$ cat src/rtl/riscv_lsu_ctrl.sv
`default_nettype none
// ============================================================================
//  Module   : riscv_lsu_ctrl
//  Purpose  : Load/store sequencing controller between the core data-memory
//             port and a variable-latency data memory. Formats requests
//             (byte enables, lane-replicated store data, word-aligned
//             address), waits for the memory ready handshake under a
//             watchdog, and extracts / sign-extends loaded data.
//  Revision : 1.0 - initial release
// ----------------------------------------------------------------------------
//  Parameters
//    TIMEOUT       max BUSY cycles without mem_ready_i before abort (>= 2)
//  Ports
//    clk_i         clock, rising edge
//    rst_i         synchronous reset, active low
//    core_req_i    core requests a memory access
//    core_we_i     1 = store, 0 = load
//    core_size_i   funct3: 0 B, 1 H, 2 W, 4 BU, 5 HU
//    core_addr_i   byte address
//    core_wd_i     store data (rs2)
//    core_rd_o     formatted load result, valid in DONE
//    core_stall_o  hold PC / write-back while an access is in flight
//    mem_req_o     memory request (registered)
//    mem_we_o      memory write enable (registered)
//    mem_be_o      byte enables (registered)
//    mem_addr_o    word-aligned address (registered)
//    mem_wd_o      lane-replicated store data (registered)
//    mem_rd_i      memory read word
//    mem_ready_i   memory completes the current request this cycle
//    misaligned_o  one-cycle pulse: illegal/misaligned access rejected
//    bus_err_o     one-cycle pulse: watchdog abort
// ============================================================================
module riscv_lsu_ctrl #(
  parameter int TIMEOUT = 256
) (
  input  logic        clk_i,
  input  logic        rst_i,
  input  logic        core_req_i,
  input  logic        core_we_i,
  input  logic [2:0]  core_size_i,
  input  logic [31:0] core_addr_i,
  input  logic [31:0] core_wd_i,
  output logic [31:0] core_rd_o,
  output logic        core_stall_o,
  output logic        mem_req_o,
  output logic        mem_we_o,
  output logic [3:0]  mem_be_o,
  output logic [31:0] mem_addr_o,
  output logic [31:0] mem_wd_o,
  input  logic [31:0] mem_rd_i,
  input  logic        mem_ready_i,
  output logic        misaligned_o,
  output logic        bus_err_o
);

  // Watchdog counter only has to reach TIMEOUT-1.
  localparam int                CNT_W    = (TIMEOUT > 2) ? $clog2(TIMEOUT) : 1;
  localparam logic [CNT_W-1:0]  CNT_LAST = CNT_W'(TIMEOUT - 1);

  // funct3 access-size encodings
  localparam logic [2:0] SZ_B  = 3'd0;
  localparam logic [2:0] SZ_H  = 3'd1;
  localparam logic [2:0] SZ_W  = 3'd2;
  localparam logic [2:0] SZ_BU = 3'd4;
  localparam logic [2:0] SZ_HU = 3'd5;

  typedef enum logic [1:0] {
    ST_IDLE = 2'd0,
    ST_BUSY = 2'd1,
    ST_DONE = 2'd2
  } state_t;

  state_t            state;
  logic [CNT_W-1:0]  cnt;
  // Size and byte offset of the access in flight, kept for load extraction
  // because mem_addr_o only carries the word address.
  logic [2:0]        lat_size;
  logic [1:0]        lat_off;

  logic              req_illegal;
  logic [3:0]        req_be;
  logic [31:0]       req_wd;
  logic [7:0]        rd_byte;
  logic [15:0]       rd_half;
  logic [31:0]       load_data;

  // --------------------------------------------------------------------------
  // Request legality: unknown sizes, unsigned sizes on stores, and natural
  // alignment violations are all rejected without touching memory.
  // --------------------------------------------------------------------------
  always_comb begin
    req_illegal = 1'b0;
    case (core_size_i)
      SZ_B:    req_illegal = 1'b0;
      SZ_H:    req_illegal = core_addr_i[0];
      SZ_W:    req_illegal = (core_addr_i[1:0] != 2'b00);
      SZ_BU:   req_illegal = core_we_i;
      SZ_HU:   req_illegal = core_we_i | core_addr_i[0];
      default: req_illegal = 1'b1;
    endcase
  end

  // --------------------------------------------------------------------------
  // Request formatting. Store data is replicated across all lanes so the
  // memory can simply honour the byte enables. Loads always read the whole
  // word; mem_wd_o is a don't-care for loads.
  // --------------------------------------------------------------------------
  always_comb begin
    req_be = 4'b1111;
    req_wd = core_wd_i;
    case (core_size_i)
      SZ_B, SZ_BU: begin
        req_be = 4'b0001 << core_addr_i[1:0];
        req_wd = {4{core_wd_i[7:0]}};
      end
      SZ_H, SZ_HU: begin
        req_be = core_addr_i[1] ? 4'b1100 : 4'b0011;
        req_wd = {2{core_wd_i[15:0]}};
      end
      default: begin
        req_be = 4'b1111;
        req_wd = core_wd_i;
      end
    endcase
    if (!core_we_i) begin
      req_be = 4'b1111;
    end
  end

  // --------------------------------------------------------------------------
  // Load extraction from the returned word using the latched offset/size.
  // --------------------------------------------------------------------------
  always_comb begin
    rd_byte   = mem_rd_i[{lat_off, 3'b000} +: 8];
    rd_half   = lat_off[1] ? mem_rd_i[31:16] : mem_rd_i[15:0];
    load_data = mem_rd_i;
    case (lat_size)
      SZ_B:    load_data = {{24{rd_byte[7]}}, rd_byte};
      SZ_BU:   load_data = {24'h000000, rd_byte};
      SZ_H:    load_data = {{16{rd_half[15]}}, rd_half};
      SZ_HU:   load_data = {16'h0000, rd_half};
      default: load_data = mem_rd_i;
    endcase
  end

  // Stall covers the request cycle in IDLE and every BUSY cycle; DONE is
  // left unstalled so the core retires the access at the end of DONE.
  assign core_stall_o = ((state == ST_IDLE) && core_req_i) || (state == ST_BUSY);

  // --------------------------------------------------------------------------
  // Sequencer with registered outputs.
  // --------------------------------------------------------------------------
  always_ff @(posedge clk_i) begin
    if (!rst_i) begin
      state        <= ST_IDLE;
      cnt          <= '0;
      lat_size     <= '0;
      lat_off      <= '0;
      mem_req_o    <= 1'b0;
      mem_we_o     <= 1'b0;
      mem_be_o     <= '0;
      mem_addr_o   <= '0;
      mem_wd_o     <= '0;
      core_rd_o    <= '0;
      misaligned_o <= 1'b0;
      bus_err_o    <= 1'b0;
    end else begin
      // Error flags are single-cycle pulses.
      misaligned_o <= 1'b0;
      bus_err_o    <= 1'b0;

      case (state)
        ST_IDLE: begin
          if (core_req_i) begin
            if (req_illegal) begin
              misaligned_o <= 1'b1;
              core_rd_o    <= '0;
              state        <= ST_DONE;
            end else begin
              mem_req_o  <= 1'b1;
              mem_we_o   <= core_we_i;
              mem_be_o   <= req_be;
              mem_addr_o <= {core_addr_i[31:2], 2'b00};
              mem_wd_o   <= req_wd;
              lat_size   <= core_size_i;
              lat_off    <= core_addr_i[1:0];
              cnt        <= '0;
              state      <= ST_BUSY;
            end
          end
        end

        ST_BUSY: begin
          // Request fields stay frozen; core inputs are ignored here.
          if (mem_ready_i) begin
            mem_req_o <= 1'b0;
            if (!mem_we_o) begin
              core_rd_o <= load_data;
            end
            state <= ST_DONE;
          end else if (cnt == CNT_LAST) begin
            // TIMEOUT BUSY cycles have elapsed without a response.
            mem_req_o <= 1'b0;
            core_rd_o <= '0;
            bus_err_o <= 1'b1;
            state     <= ST_DONE;
          end else begin
            cnt <= cnt + CNT_W'(1);
          end
        end

        ST_DONE: begin
          state <= ST_IDLE;
        end

        default: begin
          state <= ST_IDLE;
        end
      endcase
    end
  end

endmodule
`default_nettype wire

$ cat config.mk
export PLATFORM = sky130hd
export DESIGN_NAME = riscv_lsu_ctrl
export DESIGN_NICKNAME = d
export VERILOG_FILES = /design/src/rtl/riscv_lsu_ctrl.sv
export SDC_FILE = /design/constraint.sdc
export NUM_CORES = 1
export LEC_CHECK = 0
export CAP_MARGIN = 20
export CORE_AREA = 2 2 119 121
export CTS_CLUSTER_DIAMETER = 40
export DETAILED_ROUTE_END_ITERATION = 10
export DIE_AREA = 0 0 121 123
export PLACE_DENSITY = 0.73
export SLEW_MARGIN = 30
export SYNTH_ARGS = -nofsm -noshare
export SYNTH_HDL_FRONTEND = slang
export SYNTH_SLANG_ARGS = --single-unit
$ cat constraint.sdc
create_clock -name clk_i -period 2.3 [get_ports clk_i]
set_input_delay 0.46 -clock clk_i [delete_from_list [all_inputs] [get_ports clk_i]]
set_output_delay 0.46 -clock clk_i [all_outputs]
set_load 0.02 [all_outputs]
After elaboration in Yosys (flattened, before gate mapping)
Index checks and enable logic that the tools add are counted.
W data, S select, Z words.
- flip-flop bits (word level): 117
- bits of input ports: 104
- logic and storage cells: 81
- add/subtract/negate cells: 1
- equal/unequal tests: 16
- shifts and indexed selects: 2
- mux-type cells: 30
- bitwise operators: 4
- reductions and logical operators: 16
- operators with widths (cell ; number):
    $mux W32 ; 5
    $pmux W32 S2 ; 2
    $pmux W32 S4 ; 1
    $mux W8 ; 4
    $shiftx A32 B6 Y8 ; 1
    $mux W16 ; 1
    $pmux W8 S2 ; 1
    $eq A3 B3 Y1 const B ; 4
    $ne A2 B2 Y1 const B ; 5
    $reduce_and A5 Y1 ; 2
    $add A8 B1 Y8 const B ; 1
    $eq A8 B8 Y1 const B ; 1
    $mux W2 ; 4
    $mux W4 ; 2
    $pmux W4 S2 ; 1
    $eq A3 B1 Y1 const B ; 2
    $logic_not A3 Y1 ; 2
    $mux W1 ; 6
    $reduce_and A3 Y1 ; 2
    $pmux W1 S5 ; 1
    $pmux W2 S2 ; 1
    $reduce_and A4 Y1 ; 1
    $reduce_bool A2 Y1 ; 2
    $reduce_or A2 Y1 ; 2
    other kinds (13) ; 15

Longest topological paths before layout
Gate-level depths: netlist (run 1).
- word-level depth: 5
- mapped depth: 7
- depth with buffers taken out: 5

Least setup slack after synthesis (run 1)
No wires, ideal clock.
- kind: register to register
- from: reg cnt[0]
- to: reg core_rd_o[30]
- setup time: 117 ps
- arrival time: 1631 ps
- required time: 2183 ps
- path slack: 552 ps
- stages on the path, launching flop included: 7
- path buffers: 1
- cell sequence: dfxtp_1 -> ha_1 -> nand3_1 -> o211ai_2 -> a31oi_4 -> buf_4 -> a22o_1
- word-level cells in the longest chain between the ends: 3
- RTL lines (item ; RTL line ; source):
    start, declared ; 74 ; logic [CNT_W-1:0] cnt;
    start signal, assigned ; 208 ; cnt <= cnt + CNT_W'(1);
    $eq A8 B8 Y1 ; 201 ; end else if (cnt == CNT_LAST) begin
    $ne A3 B2 Y1 (no line) ; n/a ;
    $reduce_and A5 Y1 (no line) ; n/a ;
    end signal, assigned ; 198 ; core_rd_o <= load_data;
    end, declared ; 43 ; output logic [31:0] core_rd_o,
Every way passes these cells.
A chain may end at the register's enable or synchronous reset.

Worst setup path after layout (run 1)
- from: in core_addr_i[0]
- to: reg mem_be_o[2]
- word-level cells in the longest chain between the ends: 4
- RTL lines (item ; RTL line ; source):
    start, declared ; 41 ; input logic [31:0] core_addr_i,
    $or A1 B1 Y1 / $reduce_bool A2 Y1 (equally long branches) ; 98, 96 ;
    $pmux W1 S5 ; 93 ; case (core_size_i)
    $not A1 Y1 (no line) ; n/a ;
    $reduce_and A3 Y1 (no line) ; n/a ;
    end signal, assigned ; 182 ; mem_be_o <= req_be;
    end, declared ; 47 ; output logic [3:0] mem_be_o,
Parallel ways exist; a longest one is shown, timed or not.

==> flow_summary.toml, run 1 <==
[status]
status = "complete, no violations"

[job]
cap_viol_max_count = 0

[grt]
grt_pass1_vias = 5253
antenna_found_initial = 0
grt_max_degree = 58
overflow = 0
grt_usage_pct = 22.9
grt_pass1_wl_mm = 26.4

[drt]
drt-initial-drc-count = 362
vias = 5475
drtAntennaViolNets = 0
drc = 0
wl_mm = 17.3
avgRoutedWirePerCell_um = 16.7
routed_via_density = 5.29
first_pass_iters = 5

[critical_path]
path_cells = "clkdlybuf4s50_1, a221oi_2, o21a_2, buf_12, nor2_1, a311oi_1"
slowest_stage = "a221oi_2"
worstPathMaxFanout = 48
start_kind = "input port"
arrival_ns = 2.40
cp-end-kind = "flop"
crit_type = "input port to flop"
worstPathRequired_ns = 2.61
max_stage_delay_ns = 0.55

[place]
place_area_um2 = 7700
io_buffer_count = 206
gp_congestion = 0.940
post-place-ws_ns = -0.316
hpwl_mm = 12.6

[synth]
syn-cell-area_um2 = 5330
syn_inst = 631
synthFlopType = "dfxtp_1"
synthArstFlopShare_pct = 0
synth.avg_cell_area_um2 = 8.44
synth_edf_count = 0
yosysUniqueCellTypes = 65
ys_seq_elements = 117
synth-seq-area-share_pct = 44.0
yosys_warnings = 0

[power]
p_leak_nw = 3.05
power.switching_w = 0.00145
report.power.total_w = 0.00592
power_density_nw_per_um2 = 708
ir_drop_mv = 0.473
combPwrFrac_pct = 16.1
p_seq_share_pct = 36.5
intPower_w = 0.00447
swShare_pct = 24.5
clockPowerShare_pct = 47.4

[layout]
layout-drive-gt1-share_pct = 9.71
postLayoutCellArea_um2 = 8360
fin_util_pct = 61.4
areaGrowthSynthToFinish_pct = 56.9
fill_cells = 1157
seq_area_um2 = 2340
antenna_cells = 0
multi_input_area_um2 = 2710
layout.nets = 948

[cts]
clk_pin_slew_ns = 0.05
htreeDepth = 4
root_buffer = "clkbuf_16"
worstSkewPairLatency_ns = 0.41
cts_buffers = 17
cts_tree = "done"
postCtsHoldBufs = 0
clock_sinks = 117
cts_max_path_buffers = 2

[sta]
finalSetupViolCount = 0
rsz0062_at_grt = "no"
relSlewSlack_pct = 54.8
fmax_mhz = 480
fin_worst_skew_ns = 0.00545
layout_min_cycle_time_ns = 2.08
timing.final.ws_setup_ns = 0.215
worst_slew_pin_slew_ns = 0.675
fin_crit_sh_pct = 90.6
slew_viol_final = 0
hold_viol = 0

[die]
num_rows = 43
die_area_um2 = 14900
die_h_um = 123
die_w_um = 121
core_um2 = 13600
initial_utilization_pct = 39.1
num_io_pins = 209

[min_path]
hold_class = "flop to flop"
==> routing by layer <==
metal	wire, um	up-vias	global-route usage (%)	part of all wire, %
met5	0	-	0	0
met4	346	0	8.87	2.0
met3	1800	26	10.4	10
met2	8160	243	37.3	47
met1	6950	2553	26.3	40
li1	-	2653	-	-
==> repair_timing <==
| item | 4_1_cts | 5_1_grt |
|---|---|---|
| resized for setup | 0 | 1 |
| setup buffers | 0 | 1 |
| setup endpoints to repair | 0 | 10 |
==> critical path, delay by kind of cell <==
family | cells | cell delay (ns)
compound gates | 3 | 1.10
buf+inv | 2 | 0.76
simple gates | 1 | 0.07
==> worst paths after layout <==
path               endpoint      startpoint  slack, ns  depth (start not counted)
max             mem_be_o[2]  core_addr_i[0]       0.22                          6
min          mem_addr_o[23]  mem_addr_o[23]       0.45                          2
max reg2reg   core_rd_o[31]          cnt[0]       0.35                          6
min reg2reg  mem_addr_o[23]  mem_addr_o[23]       0.45                          2
==> power groups by stage <==
stage	Sequential, W	Combinational [W]	Clock, W
floorplan	0.00228	0.000372	0
global placement	0.00220	0.000920	0
detailed placement	0.00220	0.000937	0
CTS	0.00216	0.000943	0.00286
global route	0.00217	0.00102	0.00297
finish	0.00216	0.000952	0.00281
==> stage by stage <==
stage	instances	setup TNS [ns]	hold slack, ns
after global placement	1003	-5.22	0.442
final	1035	0	0.453
after detailed placement	1003	-14.23	0.445
after global routing	1035	0	0.474
after floorplan	632	0	0.457
after CTS	1034	0	0.453
==> cell usage in the layout, fill, tap and decap left out, types with 3 or more instances in the layout <==
| master | Yosys | routed |
|---|---|---|
| a211oi_1 | 9 | 9 |
| a21oi_1 | 56 | 56 |
| a22o_1 | 17 | 17 |
| a311oi_1 | 13 | 13 |
| a31oi_1 | 5 | 5 |
| a32oi_1 | 5 | 5 |
| buf_12 | 0 | 5 |
| buf_4 | 4 | 30 |
| bufinv_16 | 0 | 4 |
| clkbuf_16 | 0 | 17 |
| clkbuf_8 | 0 | 3 |
| clkdlybuf4s50_1 | 0 | 205 |
| clkinv_2 | 0 | 3 |
| dfxtp_1 | 117 | 117 |
| inv_1 | 17 | 16 |
| mux2i_1 | 38 | 38 |
| nand2_1 | 148 | 148 |
| nand2b_1 | 15 | 15 |
| nand3_1 | 10 | 10 |
| nor2_1 | 32 | 32 |
| nor2b_1 | 4 | 4 |
| nor4_1 | 3 | 3 |
| o2111ai_1 | 5 | 5 |
| o211ai_1 | 6 | 6 |
| o21ai_0 | 22 | 22 |
| o22ai_1 | 4 | 4 |
| o31ai_1 | 3 | 3 |
| or2_2 | 3 | 3 |
==> cell type report <==
| type | instances | area share (%) |
|---|---|---|
| multi-input cells | 449 | 32.4 |
| repair buffers | 241 | 28.6 |
| flip-flops and latches | 117 | 28.0 |
| clock buffers | 22 | 5.67 |
| well taps | 180 | 2.70 |
| clock inverters | 9 | 1.80 |
| inverters | 17 | 0.764 |
==> cell families after synthesis <==
family / count (synthesis) / share of synthesized area, %
buffers and inverters: 66 / 5.59
AO/OA/AOI/OAI: 171 / 22.3
other: 1 / 0.0704
multiplexers: 43 / 8.90
AND/OR/NAND/NOR: 232 / 19.0
flip-flops: 117 / 44.0
adder cells (fa/ha/maj): 1 / 0.235
==> registers in the layout, indices dropped and copies added (netlist names) <==
| name | cells |
|---|---|
| mem_wd_o | 32 |
| mem_req_o | 1 |
| cnt | 8 |
| state | 2 |
| misaligned_o | 1 |
| bus_err_o | 1 |
| mem_be_o | 4 |
| lat_size | 3 |
| lat_off | 2 |
| mem_we_o | 1 |
| core_rd_o | 32 |
| mem_addr_o | 30 |
==> cell usage after synthesis (6+ instances only) <==
cell      number  area [um^2]
inv_1         17         63.8
dfxtp_1      117         2340
o211ai_1       6         45.0
a22o_1        17          149
nand3_1       10         50.1
a211oi_1       9         67.6
clkbuf_1      25         93.8
a311oi_1      13          114
o21ai_0       22          110
nand2_1      148          556
nor2_1        32          120
nand2b_1      15         93.8
a21oi_1       56          280
buf_2         16         80.1
mux2i_1       38          380
Note: power is estimated with default switching activity, not from simulation.
==> run 2: changes to the inputs <==
Settings changed: SKIP_CTS_REPAIR_TIMING from default to 1.
==> results of run 2 <==
Final layout, timing and power as in run 1 (identical DEF).
